<file path="src/rtl/demux_select_driver.sv">
// demux_select_driver: FIFO-buffered sequencer producing glitch-free select/data waveforms for a 4-way demux
module demux_select_driver #(
  parameter int DEPTH       = 4,
  parameter int HOLD_CYCLES = 2
) (
  input  logic                     clk,
  input  logic                     rst,
  input  logic                     in_valid,
  output logic                     in_ready,
  input  logic [1:0]               in_chan,
  input  logic                     in_data,
  output logic                     y,
  output logic                     x1,
  output logic                     x2,
  output logic                     busy,
  output logic                     done,
  output logic [$clog2(DEPTH):0]   count
);
  localparam int AW = $clog2(DEPTH);
  localparam int CW = AW + 1;
  localparam int HW = $clog2(HOLD_CYCLES + 1);
  typedef enum logic [1:0] {IDLE, SETUP, DRIVE, GAP} state_t;
  state_t state_q, state_d;
  logic [2:0]    mem_q [DEPTH];
  logic [AW-1:0] wr_ptr_q, wr_ptr_d, rd_ptr_q, rd_ptr_d;
  logic [CW-1:0] count_q, count_d;
  logic [HW-1:0] hold_q, hold_d;
  logic          data_q, data_d, y_q, y_d, x1_q, x1_d, x2_q, x2_d, done_q, done_d;
  logic          push, pop;
  logic [2:0]    head;
  assign in_ready = count_q != CW'(DEPTH);
  assign busy     = state_q != IDLE;
  assign count    = count_q;
  assign y        = y_q;
  assign x1       = x1_q;
  assign x2       = x2_q;
  assign done     = done_q;
  // FIFO bookkeeping and FSM next state; selects only move while y is low
  always_comb begin
    push     = in_valid && in_ready;
    pop      = (state_q == IDLE || state_q == GAP) && count_q != '0;
    head     = mem_q[rd_ptr_q];
    wr_ptr_d = wr_ptr_q + AW'(push);
    rd_ptr_d = rd_ptr_q + AW'(pop);
    count_d  = count_q + CW'(push) - CW'(pop);
    state_d  = state_q;
    hold_d   = hold_q;
    data_d   = data_q;
    y_d      = 1'b0;
    x1_d     = x1_q;
    x2_d     = x2_q;
    done_d   = 1'b0;
    case (state_q)
      IDLE, GAP: begin
        state_d = pop ? SETUP : IDLE;
        x1_d    = pop ? head[2] : 1'b0;
        x2_d    = pop ? head[1] : 1'b0;
        data_d  = pop ? head[0] : data_q;
      end
      SETUP: begin
        state_d = DRIVE;
        hold_d  = '0;
        y_d     = data_q;
      end
      DRIVE: begin
        state_d = hold_q == HW'(HOLD_CYCLES - 1) ? GAP : DRIVE;
        hold_d  = hold_q + 1'b1;
        y_d     = hold_q == HW'(HOLD_CYCLES - 1) ? 1'b0 : data_q;
        done_d  = hold_q == HW'(HOLD_CYCLES - 1);
      end
    endcase
  end
  // state and output registers
  always_ff @(posedge clk) begin
    if (rst) begin
      state_q  <= IDLE;
      wr_ptr_q <= '0;
      rd_ptr_q <= '0;
      count_q  <= '0;
      hold_q   <= '0;
      data_q   <= 1'b0;
      y_q      <= 1'b0;
      x1_q     <= 1'b0;
      x2_q     <= 1'b0;
      done_q   <= 1'b0;
    end else begin
      state_q  <= state_d;
      wr_ptr_q <= wr_ptr_d;
      rd_ptr_q <= rd_ptr_d;
      count_q  <= count_d;
      hold_q   <= hold_d;
      data_q   <= data_d;
      y_q      <= y_d;
      x1_q     <= x1_d;
      x2_q     <= x2_d;
      done_q   <= done_d;
    end
  end
  // FIFO storage, written at the tail on an accepted request
  always_ff @(posedge clk) begin
    if (push) mem_q[wr_ptr_q] <= {in_chan, in_data};
  end
endmodule

</file>
<file path="config.mk">
export PLATFORM = sky130hd
export DESIGN_NAME = demux_select_driver
export DESIGN_NICKNAME = d
export VERILOG_FILES = /design/src/rtl/demux_select_driver.sv
export SDC_FILE = /design/constraint.sdc
export NUM_CORES = 1
export LEC_CHECK = 0
export ABC_AREA = 1
export ABC_CLOCK_PERIOD_IN_PS = 6500
export CAP_MARGIN = 15
export CORE_MARGIN = 5
export CORE_UTILIZATION = 58
export DETAILED_ROUTE_END_ITERATION = 6
export GPL_TIMING_DRIVEN = 0
export PLACE_DENSITY = 0.91
export SETUP_SLACK_MARGIN = 0.02
export SYNTH_ARGS = -nofsm -noshare
export SYNTH_HDL_FRONTEND = slang
export SYNTH_SLANG_ARGS = --single-unit
</file>
<file path="constraint.sdc">
create_clock -name clk -period 6.5 [get_ports clk]
set_clock_uncertainty 0.15 [all_clocks]
set_input_delay 1.3 -clock clk [delete_from_list [all_inputs] [get_ports clk]]
set_output_delay 1.3 -clock clk [all_outputs]
set_load 0.01 [all_outputs]
</file>
# Word level (Yosys, flattened, before mapping)
# Memories as Yosys holds them, arrays and structs flattened. A register that Yosys moved wholly into a read port is not among the register bits.
# Cells that the tools add are included.
# Widths: inputs -> output; s select.
op_classes:
  n_reduce_logical: 10
  eq_ne: 5
  div_mod_pow: 0
  order_cmp: 0
  muxes: 11
  bitwise: 1
  n_addsub: 5
  shift: 0
  mul: 0
ops:
  columns: ["cell", "n"]
  rows:
  - ["$mux 1", 7]
  - ["$pmux 2 s3", 1]
  - ["$add 2x1->2", 2]
  - ["$eq 2x1->1 const B", 2]
  - ["$eq 2x2->1 const B", 2]
  - ["$pmux 2 s2", 1]
  - ["$reduce_bool 2->1", 2]
  - ["$reduce_or 2->1", 2]
  - ["$add 3x1->3", 1]
  - ["$ne 3x3->1 const B", 1]
  - ["$reduce_bool 3->1", 1]
  - ["$sub 3x1->3", 1]
  - ["$add 2x1->2 const B", 1]
  - ["$logic_and 1x1->1", 2]
  - ["$logic_not 2->1", 1]
  - ["$mux 2", 1]
  - ["$pmux 1 s2", 1]
  - ["$reduce_and 2->1", 1]
  - ["$logic_or 1x1->1", 1]
  - ["$not 1->1", 1]
word_totals:
  rom_bits: 0
  inputBits: 6
  n_memories: 1
  out_inout_bits: 9
  elab_cells: 43
  reg_bits: 16
  latch_bits: 0
  ramBits: 12
mem_list:
  columns: ["memory", "words", "width", "read_ports", "rd_clocked_by_memory_dff", "wr", "line", "text"]
  rows:
  - ["mem_q", 4, 3, 1, 1, 1, "24", "logic [2:0] mem_q [DEPTH];"]

# Depth between registers and ports, before layout
# Gate-level depths: netlist (run 1).
logic_depth:
  word_depth: 5
  ltp_mapped: 12
  depth_no_buf: 12

# Least setup slack after synthesis (run 1)
# No wires, ideal clock.
synth_timing:
  path_type: "input to register"
  start: "input port in_valid"
  end: "register count_q[2] (netlist: count[2])"
  t_required_ns: 6.237
  setup_slack_ns: 3.871
  setup_time_ns: 0.113
  cell_stages: 7
  arrival_time_ns: 2.366
  n_path_buf: 0
  path_cell_list: "nand2_2 ha_1 inv_1 ha_1 fa_1 nor2_1 nor2_1"
synth_via:
  elab_chain_cells: 3
synth_rtl:
  columns: ["element", "line", "text"]
  rows:
  - ["start: declaration", "8", "input logic in_valid,"]
  - ["$logic_and 1x1->1", "40", "push = in_valid && in_ready;"]
  - ["$add 3x1->3", "45", "count_d = count_q + CW'(push) - CW'(pop);"]
  - ["$sub 3x1->3", "45", null]
  - ["end signal: assignment", "90", "count_q <= count_d;"]
  - ["end: declaration", "26", "logic [CW-1:0] count_q, count_d;"]
# Every way passes these cells.
# A chain may end at the register's enable or synchronous reset.

# Final worst setup path (run 1)
layout_timing:
  start: "register state_q[0]"
  end: "output port busy"
layout_via:
  elab_chain_cells: 1
layout_rtl:
  columns: ["element", "line", "text"]
  rows:
  - ["start: declaration", "23", "state_t state_q, state_d;"]
  - ["start signal: assignment", "87", "state_q <= state_d;"]
  - ["$reduce_bool 2->1", "32", "assign busy = state_q != IDLE;"]
  - ["end: declaration", "15", "output logic busy,"]
# Every way passes these cells.

==> flow_summary_export.csv, run 1 <==
group,metric,value,unit
yosys,synth_cell_types,21,
timing,final-hold-violation-count,0,
drt,viasPerCell,4.83,
layout,postLayoutCoreUtil,74.0,%
clock_tree,htree_levels,1,
drt,wirelength,1.85,mm
pwr,power_leakage,0.665,nW
clock_tree,path_clk_slew,0.14,ns
clock_tree,postCtsSetupBuffers,0,
setup_path,r2r_cells,12,
clock_tree,clock-sinks,28,
drt,drt_iter0_drc,20,
clock_tree,clock-root-buffer,"clkbuf_4",
die,die_y,56.5,um
setup_path,worstReg2RegEnd,"count[2]",
drt,routedWlPerCell,10.2,um
layout,nNetsFinal,170,
grt,antenna_found_initial,0,
setup_path,cpMostUsedCell,"inv_1",
grt,grt_pass1_vias,812,
grt,overflow,0,
timing,max_slew_margin,65.1,%
timing,fin_ws,3.56,ns
layout,diodes,0,
yosys,synth_seq_cells,28,
pwr,vdd_drop_max,0.273,mV
min_path,min_path_cells,2,
pwr,power.density,429,mW/mm^2
yosys,ys_warn_count,0,
placement,dp_worst_setup_slack,3.28,ns
drt,drt-pass1-iter-count,5,
setup_path,crit_chain,"inv_1 > ha_1 > inv_1 > clkdlybuf4s50_1",
clock_tree,cts_resized,0,
timing,fin_crit,2.94,ns
die,initial_core_util,62.7,%
setup_path,cp_slowest_stage_delay,0.52,ns
timing,rsz0062_at_grt,"false",
setup_path,crit_buf_inv,3,
clock_tree,cts_tree,"built",
setup_path,critPathLaunchType,"register",
layout,layout-drive-gt1-share,11.7,%
run,maxCapViolCount,0,
clock_tree,holdBufCountCts,0,
placement,io_buffers,14,
setup_path,r2r_start,"state_q[1]",
drt,vias,875,
grt,grt_pass1_wl,3.32,mm
timing,setup_viol_count_final,0,
clock_tree,clk_path_buf_depth,2,
grt,grt_max_degree,17,
timing,fin_setup_tns,0,ns
placement,dp_hpwl,1.48,mm
grt,grt_usage,13.5,%
timing,min_period_over_period,45.3,%
die,placementRows,16,
drt,postRouteAntennaNets,0,
yosys,synth_nets,151,
setup_path,crit_fanout,2,
drt,drc,0,
run_status,status,"finished, final reports clean",
placement,place_congestion,0.675,
yosys,synth.yosys.seq_area_share,54.2,%
die,core,0.00200,mm^2
timing,worst_pin_slew,0.520,ns
min_path,hold_class,"reg2reg",
setup_path,critPathKind,"reg2out",
timing,final_max_slew_viol_count,0,
layout,syn_to_final_growth,18.0,%
min_path,min_to,"y",
die,die-area,0.00319,mm^2
die,ios,15,
clock_tree,clkLatencyLatePin,0.32,ns
min_path,hold_start,"data_q",
yosys,syn_area,0.00125,mm^2
setup_path,critPathTopFamily,"buffers and inverters",
setup_path,critPathRequiredTime,5.05,ns
setup_path,cp_slowest_cell,"clkdlybuf4s50_1",
timing,fmax,340,MHz
yosys,netlist_instances,136,
setup_path,r2r_slack,4.19,ns
setup_path,end_kind,"primary output",
setup_path,cp.arrival,1.49,ns
die,die_w,56.5,um
clock_tree,cts_buffers,3,
yosys,avgSynthCellArea,9.23,um^2
==> cell families after synthesis <==
family	share of synthesized area, %
xor gates and xnor gates	2.09
buffers and inverters	10.5
AOI/OAI and AO/OA	2.39
DFF	54.2
adders and majority gates	9.57
and+or+nand+nor	21.2
==> synthesized netlist by cell type <==
cell	n	area share, %
a211oi_1	1	0.60
a21oi_1	2	0.80
buf_4	1	0.60
dfxtp_1	16	26
edfxtp_1	12	29
fa_1	1	1.6
ha_1	8	8.0
inv_1	26	7.8
inv_2	7	2.1
nand2_1	31	9.3
nand2_2	1	0.50
nand2_8	1	1.6
nand3_1	5	2.0
nand3_2	2	1.6
nor2_1	10	3.0
nor2_2	1	0.50
nor3_1	5	2.0
nor3_2	1	0.80
o21ai_1	1	0.40
o31ai_1	1	0.60
xnor2_1	3	2.1
==> per-layer routing <==
metal / global-route usage [%] / routed length [um]
met3: 4.59 / 93
met2: 24.1 / 983
met4: 6.10 / 38
met1: 14.1 / 738
met5: 0 / 0
==> flip-flops by register name, summed over array words and instances (netlist names) <==
register	flops
mem_q	12
x1	1
data_q	1
count	3
done	1
state_q	2
y	1
hold_q	2
wr_ptr_q	2
x2	1
rd_ptr_q	2
==> worst min-delay path, stage by stage, from the launching register on <==
cell and delay, ns:
dfxtp_1 0.33, inv_2 0.05, nor3_1 0.04
==> cells in the final DEF, fill, tap and decap left out <==
| cell | count |
|---|---|
| nor2_1 | 10 |
| nand3_2 | 2 |
| bufinv_16 | 1 |
| a211oi_1 | 1 |
| inv_2 | 7 |
| buf_4 | 1 |
| xnor2_1 | 3 |
| o31ai_1 | 1 |
| inv_1 | 26 |
| nand2_8 | 1 |
| edfxtp_1 | 12 |
| nand3_1 | 5 |
| clkdlybuf4s50_1 | 14 |
| a21oi_1 | 2 |
| nor2_2 | 1 |
| fa_1 | 1 |
| nand2_2 | 1 |
| nand2_1 | 31 |
| clkbuf_4 | 3 |
| o21ai_1 | 1 |
| nor3_2 | 1 |
| dfxtp_1 | 16 |
| nor3_1 | 5 |
| ha_1 | 8 |
==> layout make-up <==
type	instances	area [um^2]
Sequential cell	28	681
Tap cell	27	33.8
Clock buffer	3	22.5
Inverter	33	124
Timing Repair Buffer	14	140
Multi-Input combinational cell	74	443
Clock inverter	1	30.0
Buffer	1	7.51
Fill cell	151	520
==> how the worst max path moves through the flow <==
stage | startpoint | endpoint | slack (ns) | cells after the start
floorplan | in_valid | count[2] | 3.87 | 7
global placement | in_valid | count[2] | 3.32 | 8
detailed placement | in_valid | count[2] | 3.28 | 9
CTS | state_q[1] | busy | 3.53 | 4
global route | state_q[1] | busy | 3.46 | 4
finish | state_q[0] | busy | 3.56 | 4
==> per-stage QoR <==
step	hold slack [ns]	power, mW	area, um^2	std cells
6_report	0.299	0.636	1480	181
5_1_grt	0.312	0.694	1480	181
4_1_cts	0.302	0.646	1480	181
3_5_place_dp	0.278	0.532	1430	177
3_3_place_gp	0.275	0.515	1430	177
2_1_floorplan	0.265	0.447	1250	136
==> power by group <==
group          switching, mW  internal (mW)
Clock                 0.0491         0.0624
Combinational          0.153          0.119
Sequential            0.0284          0.224
Total                  0.230          0.406
Power figures use the tool's default switching activity.
==> run 2: changes to the inputs <==
ABC_CLOCK_PERIOD_IN_PS = 2800   (was 6500)
CORE_UTILIZATION = 53   (was 58)
PLACE_DENSITY = 0.85   (was 0.91)
clock period = 2.8 ns   (was 6.5 ns; I/O delays follow)
==> run 2 against run 1 <==
Against the previous run: via count is 0.23% higher; die area up 7.7%; clock-buffer cell count is 1 higher; register-to-register slack worse by 3.7 ns; final cell count rose by 0.55%; cell area shrank 1.0%; non-clock buffer count did not move; routed wire length grew 14%; clock power grew 74%; global-route usage grew 0.47 points; sequential share of layout area grew 0.47 points; sequential cell count unchanged; critical path type is now reg2reg; critical endpoint is now count[2]; highest routed layer unchanged.
==> flow_summary_export.csv, run 2 (synthesis results as in run 1) <==
group,metric,value,unit
clock_tree,clk_path_buf_depth,2,
drt,viasPerCell,4.82,
setup_path,r2r_cells,12,
setup_path,worstReg2RegEnd,"count[2]",
layout,layout-drive-gt1-share,11.7,%
pwr,p_switching,0.538,mW
placement,placed_area,0.00143,mm^2
layout,postLayoutCoreUtil,65.7,%
grt,grt_pass1_wl,3.71,mm
layout,nFillCells,189,
clock_tree,clkLatencyLatePin,0.32,ns
pwr,p_clk_share,13.6,%
die,core,0.00223,mm^2
timing,final-hold-violation-count,0,
timing,worst_pin_slew,0.513,ns
drt,postRouteAntennaNets,0,
layout,regMostFlops,"mem_q",
run,maxCapViolCount,0,
drt,wirelength,2.10,mm
die,ios,15,
clock_tree,clock-root-buffer,"clkbuf_4",
layout,final_common_cell,"nand2_1",
die,placementRows,17,
setup_path,cpMostUsedCell,"ha_1",
pwr,pwr-share-seq,41.6,%
setup_path,r2r_start,"state_q[0]",
setup_path,crit_path_start,"state_q[0]",
setup_path,end_kind,"register",
layout,syn_to_final_growth,16.8,%
grt,overflow,0,
drt,drt-pass1-iter-count,4,
drt,routedWlPerCell,11.6,um
setup_path,crit_buf_inv,4,
placement,place_inst,178,
setup_path,critPathKind,"reg2reg",
layout,instances_no_fill,182,
setup_path,r2r_slack,0.49,ns
grt,grt_usage,14.0,%
drt,vias,877,
clock_tree,htree_levels,1,
setup_path,critPathLaunchType,"register",
setup_path,cp.arrival,2.44,ns
clock_tree,path_clk_slew,0.15,ns
setup_path,critPathTopFamily,"adder cells",
pwr,power_leakage,0.658,nW
layout,largest_reg_flops,12,
die,initial_core_util,56.2,%
placement,dp_hpwl,1.66,mm
pwr,p_sw_share,38.1,%
layout,nNetsFinal,170,
clock_tree,clock-sinks,28,
drt,drt_iter0_drc,21,
die,die_y,58.7,um
pwr,vdd_drop_max,0.576,mV
grt,grt_pass1_vias,882,
placement,io_buffers,14,
pwr,p_comb_share,44.7,%
timing,max_slew_margin,65.5,%
grt,grt_max_degree,16,
grt,antenna_found_initial,0,
clock_tree,holdBufCountCts,0,
drt,drc,0,
min_path,hold_class,"reg2reg",
layout,diodes,0,
setup_path,cp_slowest_cell,"fa_1",
layout,final_cell_mix,"nand2_1 (31), inv_1 (26), dfxtp_1 (16)",
clock_tree,cts_resized,0,
min_path,min_to,"y",
timing,final_max_slew_viol_count,0,
clock_tree,cts_tree,"built",
placement,place_congestion,0.765,
min_path,min_path_cells,2,
setup_path,crit_fanout,5,
die,die-area,0.00344,mm^2
pwr,cell_internal_pwr,0.876,mW
timing,min_period_over_period,82.6,%
die,die_w,58.7,um
clock_tree,postCtsSetupBuffers,0,
timing,setup_viol_count_final,0,
min_path,hold_start,"data_q",
layout,stdcell_area,0.00147,mm^2
timing,fmax,432,MHz
run_status,status,"finished, final reports clean",
timing,fin_setup_tns,0,ns
timing,rsz0062_at_grt,"false",
setup_path,cp_slowest_stage_delay,0.41,ns
timing,fin_crit,2.31,ns
clock_tree,cts_buffers,3,
setup_path,crit_chain,"inv_1 > ha_1 > inv_2 > nand2_8 > inv_2 > ha_1 > inv_1 > ha_1 > fa_1 > nand2_1 > nand2_1 > nor2_1",
setup_path,critPathRequiredTime,2.93,ns
pwr,power.density,964,mW/mm^2
==> run 2: cell types whose count changed in the layout (fill, tap and decap cells not counted) <==
cell       before  now
clkbuf_8        0    1
bufinv_16       1    0
==> run 2: worst max path at each step <==
| stage | depth (start not counted) | end | slack [ns] |
|---|---|---|---|
| 2_1_floorplan | 11 | count[2] | 0.66 |
| 3_3_place_gp | 8 | count[2] | 0.37 |
| 3_5_place_dp | 8 | count[2] | 0.33 |
| 4_1_cts | 12 | count[2] | 0.48 |
| 5_1_grt | 12 | count[2] | 0.35 |
| 6_report | 12 | count[2] | 0.49 |
==> run 2: layer usage <==
metal / global-route usage (%) / routed length, um / up-vias
li1: - / - / 452
met1: 15.2 / 822 / 400
met2: 27.1 / 1160 / 23
met3: 1.97 / 107 / 2
met4: 4.85 / 16 / 0
met5: 0 / 0 / -
==> run 2: final cells by class <==
cell class	count	area (um^2)	area share [%]
Sequential cell	28	681	46.4
Tap cell	28	35.0	2.39
Buffer	1	7.51	0.512
Clock buffer	4	36.3	2.47
Timing Repair Buffer	14	140	9.56
Inverter	33	124	8.45
Multi-Input combinational cell	74	443	30.2
==> run 2: worst register-to-register path, cell delays in order (launching register included) <==
cell and delay [ns]:
dfxtp_1 0.37, inv_1 0.07, ha_1 0.37, inv_2 0.09
nand2_8 0.09, inv_2 0.04, ha_1 0.26, inv_1 0.04
ha_1 0.18, fa_1 0.41, nand2_1 0.08, nand2_1 0.05
nor2_1 0.08
==> run 2: power by group through the flow <==
stage / Clock, mW / Sequential (mW) / Combinational [mW]
2_1_floorplan: 0 / 0.600 / 0.439
3_3_place_gp: 0 / 0.591 / 0.604
3_5_place_dp: 0 / 0.600 / 0.638
4_1_cts: 0.197 / 0.590 / 0.641
5_1_grt: 0.220 / 0.601 / 0.728
6_report: 0.193 / 0.589 / 0.632
==> run 2: through the flow <==
stage | hold WS, ns | worst slack (ns) | total power [mW]
final | 0.303 | 0.486 | 1.41
after global routing | 0.328 | 0.346 | 1.55
after CTS | 0.309 | 0.480 | 1.43
after detailed placement | 0.289 | 0.332 | 1.24
after global placement | 0.279 | 0.369 | 1.20
after floorplan | 0.265 | 0.665 | 1.04
==> run 3: changes to the inputs <==
ABC_CLOCK_PERIOD_IN_PS = 1900   (was 2800)
CORE_UTILIZATION = 48   (was 53)
PLACE_DENSITY = 0.82   (was 0.85)
clock period = 1.9 ns   (was 2.8 ns; I/O delays follow)
==> run 3 against run 2 <==
Against the previous run: critical endpoint is now count[1]; die area rose by 8.6%; sequential share of layout area fell by 3.3 points; register-to-register slack got worse by 0.66 ns; largest cell class unchanged; critical path depth fell by 1; the flow now finishes with violations (setup timing).
==> flow_summary_export.csv, run 3 (synthesis results as in run 1) <==
group,metric,value,unit
layout,diodes,0,
min_path,min_path_cells,2,
timing,fin_ws,-0.176,ns
die,die_w,61.1,um
drt,vias,898,
pwr,power_leakage,0.701,nW
setup_path,critPathKind,"reg2reg",
setup_path,worstReg2RegEnd,"count[1]",
layout,final_cell_mix,"nand2_1 (31), inv_1 (22), clkdlybuf4s50_1 (13)",
run_status,failed_checks,"setup timing",
drt,drt_iter0_drc,7,
setup_path,r2r_start,"state_q[1]",
min_path,min_to,"y",
layout,layout-drive-gt1-share,23.0,%
run_status,status,"finished, violations left",
drt,postRouteAntennaNets,0,
grt,grt_pass1_vias,898,
setup_path,end_kind,"register",
timing,min_period_over_period,109,%
timing,fin_crit,2.08,ns
pwr,finalPower,2.51,mW
grt,overflow,0,
clock_tree,clk_path_buf_depth,2,
clock_tree,holdBufCountCts,0,
min_path,hold_class,"reg2reg",
clock_tree,clock-root-buffer,"clkbuf_4",
placement,io_buffers,14,
setup_path,r2r_slack,-0.18,ns
setup_path,cp.arrival,2.21,ns
setup_path,r2r_cells,11,
layout,nNetsFinal,177,
grt,antenna_found_initial,0,
layout,syn_to_final_growth,26.6,%
timing,setup_viol_count_final,3,
timing,max_slew_margin,69.4,%
layout,postLayoutCoreUtil,63.6,%
placement,dp_hpwl,1.58,mm
grt,grt_pass1_wl,3.80,mm
setup_path,crit_fanout,2,
layout,stdcell_area,0.00159,mm^2
clock_tree,clkLatencyLatePin,0.33,ns
clock_tree,path_clk_slew,0.15,ns
drt,wirelength,2.15,mm
clock_tree,clock-sinks,28,
timing,fmax,482,MHz
min_path,hold_start,"data_q",
drt,viasPerCell,4.70,
drt,drc,0,
drt,routedWlPerCell,11.3,um
die,die-area,0.00374,mm^2
layout,final_common_cell,"nand2_1",
placement,placed_area,0.00146,mm^2
die,die_y,61.1,um
timing,worst_pin_slew,0.455,ns
timing,final_max_slew_viol_count,0,
drt,drt-pass1-iter-count,4,
clock_tree,cts_buffers,3,
die,placementRows,18,
grt,grt_usage,14.0,%
layout,largest_reg_flops,12,
timing,final-hold-violation-count,0,
die,core,0.00250,mm^2
clock_tree,htree_levels,1,
run,maxCapViolCount,0,
die,ios,15,
timing,rsz0062_at_grt,"true",
placement,place_congestion,0.751,
setup_path,critPathLaunchType,"register",
setup_path,critPathRequiredTime,2.03,ns
grt,grt_max_degree,17,
pwr,vdd_drop_max,1.12,mV
die,initial_core_util,50.2,%
timing,fin_setup_tns,-0.340,ns
pwr,power.density,1580,mW/mm^2
clock_tree,cts_tree,"built",
layout,regMostFlops,"mem_q",
run 3: cell type report:
cell class / instances / area, um^2
fillers: 202 / 911
flip-flops and latches: 28 / 686
multi-input cells: 74 / 483
repair buffers: 21 / 191
inverters: 33 / 131
well taps: 30 / 37.5
clock inverters: 1 / 30.0
clock buffers: 3 / 22.5
plain buffers: 1 / 7.51
run 3: worst max-delay path by stage:
stage | from | end | slack (ns) | cells past startpoint
2_1_floorplan | state_q[0] | count[1] | -0.14 | 11
3_3_place_gp | in_valid | count[1] | -0.35 | 8
3_5_place_dp | in_valid | count[1] | -0.41 | 8
4_1_cts | state_q[1] | count[1] | -0.20 | 11
5_1_grt | state_q[1] | count[1] | -0.25 | 11
6_report | state_q[1] | count[1] | -0.18 | 11
run 3: critical path, stage by stage (launching register included):
cell	delay (ns)
dfxtp_2	0.36
inv_2	0.05
ha_4	0.27
inv_4	0.05
nand2_8	0.06
inv_6	0.04
ha_4	0.25
inv_2	0.04
ha_4	0.15
fa_2	0.52
inv_2	0.04
nor2_1	0.06
run 3: where the power goes:
group          leakage (nW)  switching, mW  internal (mW)
Sequential            0.242          0.107          0.773
Combinational         0.430          0.640          0.603
Clock                0.0279          0.175          0.214
Total                 0.701          0.923           1.59
run 3: stage by stage:
step	setup slack [ns]	cells	hold slack [ns]
floorplan	-0.141	136	0.265
global placement	-0.348	180	0.275
detailed placement	-0.412	180	0.290
CTS	-0.199	190	0.311
global route	-0.250	191	0.339
finish	-0.176	191	0.305
run 3: metal layers:
layer,vias to the layer above,routed length [um],track usage (%)
li1,468,-,-
met1,414,877,15.4
met2,12,1170,26.3
met3,4,68,2.52
met4,0,38,5.57
met5,-,0,0
run 3: timing repair:
action,in CTS,in global routing
resized for setup,8,1
setup endpoints to repair,5,4
pin swaps,4,3
buffers inserted,6,1
